===== src/rtl/key_repeat.sv =====
// Per-button auto-repeat: one pulse on press, then a pulse train while held.
// Define KEY_REPEAT_LONGPRESS_EN to build the longpress-on-release output.
module key_repeat #(
    parameter int TICK_DIV   = 50000,
    parameter int HOLD_TICKS = 500,
    parameter int RATE_TICKS = 100,
    parameter int CNT_W      = 10
) (
    input  logic       clk,
    input  logic       rst_n,
    input  logic [4:0] btnsignal,
    output logic [4:0] key_pulse,
    output logic [4:0] repeating,
    output logic [4:0] longpress
);

    typedef enum logic [1:0] {
        IDLE,
        DELAY,
        REPEAT
    } state_t;

    localparam logic [15:0]      PRE_LAST  = 16'(TICK_DIV - 1);
    localparam logic [CNT_W-1:0] HOLD_LAST = CNT_W'(HOLD_TICKS - 1);
    localparam logic [CNT_W-1:0] RATE_LAST = CNT_W'(RATE_TICKS - 1);

    logic [15:0]      pre_cnt_q, pre_cnt_d;
    logic             tick;
    state_t           state_q [5];
    state_t           state_d [5];
    logic [CNT_W-1:0] cnt_q [5];
    logic [CNT_W-1:0] cnt_d [5];
    logic [4:0]       key_pulse_q, key_pulse_d;
    logic [4:0]       repeating_q, repeating_d;
`ifdef KEY_REPEAT_LONGPRESS_EN
    logic [4:0]       longpress_q, longpress_d;
`endif

    always_comb begin
        tick      = (pre_cnt_q == PRE_LAST);
        pre_cnt_d = tick ? '0 : pre_cnt_q + 16'd1;
        key_pulse_d = '0;
        repeating_d = '0;
`ifdef KEY_REPEAT_LONGPRESS_EN
        longpress_d = '0;
`endif
        for (int i = 0; i < 5; i++) begin
            state_d[i] = state_q[i];
            cnt_d[i]   = cnt_q[i];
            // Release wins over a coincident tick; a press ignores its tick.
            case (state_q[i])
                IDLE: begin
                    if (btnsignal[i]) begin
                        key_pulse_d[i] = 1'b1;
                        state_d[i]     = DELAY;
                        cnt_d[i]       = '0;
                    end
                end
                DELAY: begin
                    if (!btnsignal[i]) begin
                        state_d[i] = IDLE;
                    end else if (tick) begin
                        if (cnt_q[i] == HOLD_LAST) begin
                            key_pulse_d[i] = 1'b1;
                            state_d[i]     = REPEAT;
                            cnt_d[i]       = '0;
                        end else begin
                            cnt_d[i] = cnt_q[i] + CNT_W'(1);
                        end
                    end
                end
                REPEAT: begin
                    if (!btnsignal[i]) begin
                        state_d[i] = IDLE;
`ifdef KEY_REPEAT_LONGPRESS_EN
                        longpress_d[i] = 1'b1;
`endif
                    end else if (tick) begin
                        if (cnt_q[i] == RATE_LAST) begin
                            key_pulse_d[i] = 1'b1;
                            cnt_d[i]       = '0;
                        end else begin
                            cnt_d[i] = cnt_q[i] + CNT_W'(1);
                        end
                    end
                end
                default: begin
                    state_d[i] = IDLE;
                    cnt_d[i]   = '0;
                end
            endcase
            repeating_d[i] = (state_d[i] == REPEAT);
        end
    end

    always_ff @(posedge clk or negedge rst_n) begin
        if (!rst_n) begin
            pre_cnt_q   <= '0;
            key_pulse_q <= '0;
            repeating_q <= '0;
`ifdef KEY_REPEAT_LONGPRESS_EN
            longpress_q <= '0;
`endif
            for (int i = 0; i < 5; i++) begin
                state_q[i] <= IDLE;
                cnt_q[i]   <= '0;
            end
        end else begin
            pre_cnt_q   <= pre_cnt_d;
            key_pulse_q <= key_pulse_d;
            repeating_q <= repeating_d;
`ifdef KEY_REPEAT_LONGPRESS_EN
            longpress_q <= longpress_d;
`endif
            for (int i = 0; i < 5; i++) begin
                state_q[i] <= state_d[i];
                cnt_q[i]   <= cnt_d[i];
            end
        end
    end

    assign key_pulse = key_pulse_q;
    assign repeating = repeating_q;
`ifdef KEY_REPEAT_LONGPRESS_EN
    assign longpress = longpress_q;
`else
    assign longpress = '0;
`endif

endmodule


===== config.mk =====
export PLATFORM = sky130hd
export DESIGN_NAME = key_repeat
export DESIGN_NICKNAME = d
export VERILOG_FILES = /design/src/rtl/key_repeat.sv
export SDC_FILE = /design/constraint.sdc
export NUM_CORES = 1
export LEC_CHECK = 0
export ABC_AREA = 1
export CAP_MARGIN = 30
export CORE_UTILIZATION = 40
export CTS_CLUSTER_DIAMETER = 80
export DETAILED_ROUTE_END_ITERATION = 12
export PLACE_DENSITY_LB_ADDON = 0.08
export SYNTH_ARGS = -nofsm -noshare
export SYNTH_HDL_FRONTEND = slang
export SYNTH_SLANG_ARGS = --single-unit

===== constraint.sdc =====
create_clock -name clk -period 1.95 [get_ports clk]
set_input_delay 0.39 -clock clk [delete_from_list [all_inputs] [get_ports clk]]
set_output_delay 0.39 -clock clk [all_outputs]
set_load 0.03 [all_outputs]

==> impl_metrics.csv <==
group,metric,value,unit
run_status,outcome,"completed",
floorplanning,dieArea,14690,um2
critical_path,r2r-start,"pre_cnt_q[0]$_DFF_PN0_",
power_and_ir_drop,vdd_drop_max,381.2,uV
finish,area_delta_synth_final,13.12,%
critical_path,cp-end-kind,"output port",
place,port_buffers,16,
cts,insertion_delay,0.34,ns
yosys,yosys_warnings,0,
worst_hold_path,hold_class,"flop to flop",
finish,post-route-util,0.4631,
yosys,ys_seq_area_frac,0.3787,
sta,hold_ws,0.4564,ns
critical_path,endpoint,"repeating[4]",
place,place_area,6075,um2
yosys,netlist_top_cells_count,"nand2_1, inv_1, nand3_1, dfrtp_1, nor2_1",
global_routing,grt_pass1_vias,4842,
critical_path,cp.depth,1,
critical_path,cp_data_arrival_time,1.39,ns
yosys,synth_seq_cells,86,
route,drc,0,
critical_path,crit_start,"repeating[4]$_DFF_PN0_",
route,via_per_inst,4.861,
yosys,synth_area,5683,um2
global_routing,grt_max_degree,32,
floorplanning,rows,43,
yosys,synthArstFlopShare,1.000,
finish,diodes,0,
sta,finalSetupViolCount,0,
yosys,synth_ff_type,"dfrtp_1",
power_and_ir_drop,power.leakage,3.296,nW
yosys,yosysTopAreaCell,"dfrtp_1",
sta,fmax,561.8,MHz
cts,clkTransAtPathRegs,0.06,ns
finish,nNetsFinal,882,
critical_path,cp_cell_sequence,"clkdlybuf4s50_1",
route,ant_nets,0,
route,vias,5021,
global_routing,grt_pass1_wl,21.60,mm
finish,layout-drive-gt1-share,0.06213,
critical_path,path_buf_inv,1,
floorplanning,start_util,0.4094,
critical_path,max_stage_delay,0.68,ns
critical_path,worst-path-max-fanout,1,
cts,cts_root_buf,"clkbuf_16",
cts,cts_tree,"done",
yosys,synth_area_leaders,"dfrtp_1, nand2_1, inv_1, nand3_1, ha_1",
power_and_ir_drop,power.density,880.0,nW/um2
cts,cts_buffers,9,
critical_path,critPathRequiredTime,1.56,ns
finish,stdcell_area,6429,um2
critical_path,cp_slowest_cell,"clkdlybuf4s50_1",
yosys,synth_edf_count,0,
sta,worst_clock_skew,0.005135,ns
global_routing,antenna_found_initial,0,
cts,cts_htree_levels,3,
critical_path,worstSetupStartpointType,"flop",
sta,period_minus_slack,1.780,ns
cts,cts_buffer_depth,2,
critical_path,cp_top_family,"buffers and inverters",
place,place_hpwl,8.881,mm
route,wire_per_inst,11.64,um
sta,finalMaxSlewViolations,0,
yosys,syn_area_per_cell,6.939,um2
critical_path,worstSetupPathType,"flop to output port",
yosys,synth_cell_type_count,32,
yosys,synth_cells,819,
critical_path,ff2ff_setup_slack,0.19,ns
floorplanning,die_w,121.2,um
route,first_pass_iters,5,
critical_path,timing.rr.end,"cnt_q[30]$_DFFE_PN0P_",
global_routing,grt_usage,0.1825,
floorplanning,core_region_area,13880,um2
floorplanning,die_height,121.2,um
flow_run,cap_viol_max_count,0,
sta,hold_viol,0,
sta,min_period_over_period,0.9129,
critical_path,reg2reg_depth,11,
yosys,synth_top_area_frac,0.3787,
yosys,synth_most_common_cell,"nand2_1",
global_routing,grt-ovfl-total,0,
cts,cts_sinks,86,
floorplanning,pin_count,22,
route,drt_iter0_markers,294,
place,gp_congestion,0.8792,
route,drt_wl_total,12.02,mm
## per-layer routing
layer  vias to the layer above  part of all wire  global-route usage  wire (um)
li1                       2633                 -                   -          -
met1                      2315              0.50              0.2396       5969
met2                        62              0.47              0.3025       5595
met3                        11             0.022             0.02491        263
met4                         0             0.016             0.07253        194
met5                         -                 0                   0          0
## stage by stage
stage | std cells | setup TNS [ns] | setup WS, ns | total power [mW]
floorplan | 823 | 0 | 0.4266 | 3.493
global placement | 1014 | 0 | 0.1483 | 3.887
CTS | 1030 | 0 | 0.08831 | 5.629
detailed placement | 1014 | 0 | 0.1009 | 3.921
finish | 1033 | 0 | 0.1699 | 5.657
global route | 1033 | -0.002825 | -0.002825 | 6.098
## worst reg2reg max path: cells and delay by family (launching register included)
| kind | cells | cell delay [ns] |
|---|---|---|
| compound gates | 1 | 0.08 |
| buf+inv | 2 | 0.32 |
| fa+ha+maj | 1 | 0.19 |
| flops | 1 | 0.37 |
| simple gates | 7 | 0.68 |
## state kept, by name, summed over array words and instances, names as in the netlist
name / flops
repeating: 5
key_pulse: 5
pre_cnt_q: 16
cnt_q: 50
state_q: 10
## cell type report
| cell class | count | area (um2) |
|---|---|---|
| Clock buffer | 15 | 287.8 |
| Sequential cell | 86 | 2152 |
| Tap cell | 180 | 225.2 |
| Timing Repair Buffer | 31 | 314.1 |
| Inverter | 128 | 484.2 |
| Fill cell | 1419 | 7452 |
| Multi-Input combinational cell | 593 | 2965 |
## worst min-delay path by stage
stage	from	endpoint	slack [ns]	cells after the start
global route	pre_cnt_q[0]$_DFF_PN0_	pre_cnt_q[0]$_DFF_PN0_	0.50	1
finish	pre_cnt_q[0]$_DFF_PN0_	pre_cnt_q[0]$_DFF_PN0_	0.46	1
detailed placement	rst_n	cnt_q[22]$_DFFE_PN0P_	0.36	1
global placement	rst_n	cnt_q[28]$_DFFE_PN0P_	0.36	1
floorplan	rst_n	cnt_q[0]$_DFFE_PN0P_	0.09	0
CTS	pre_cnt_q[0]$_DFF_PN0_	pre_cnt_q[0]$_DFF_PN0_	0.46	1
## cells in the final DEF, fill, tap and decap left out, types with 5 or more instances in the layout
cell type,Yosys,routed
a21oi_1,31,31
buf_4,7,11
clkbuf_16,0,9
clkdlybuf4s50_1,0,15
conb_1,1,5
dfrtp_1,86,86
ha_1,26,26
inv_1,125,123
nand2_1,234,233
nand2_2,10,9
nand3_1,87,86
nand3b_1,5,5
nand4_1,14,14
nor2_1,86,86
nor3_1,13,13
o21ai_0,40,40
xor2_1,18,18
## kinds of logic (layout without fill, tap and decap cells)
group	Yosys count	after routing	share of synthesized area
flip-flops	86	86	0.3787
adder cells (fa/ha/maj)	26	26	0.05724
buffers and inverters	144	174	0.1068
XOR/XNOR	19	19	0.02928
AND/OR/NAND/NOR	459	459	0.3492
other	1	5	0.0006599
AO/OA/AOI/OAI	84	84	0.07816
## report_power, final
part	total, mW	internal [mW]	switching, mW	leakage [nW]
sequential	2.08	1.94	0.139	1.17
clock	1.66	0.997	0.667	0.142
combinational	1.91	0.632	1.28	1.99
## timing repair
action,4_1_cts,5_1_grt
hold endpoints to repair,27,0
hold buffers,1,0
resized for setup,0,8
setup endpoints to repair,0,22
setup buffers,0,3
(Power assumes the default switching activity.)
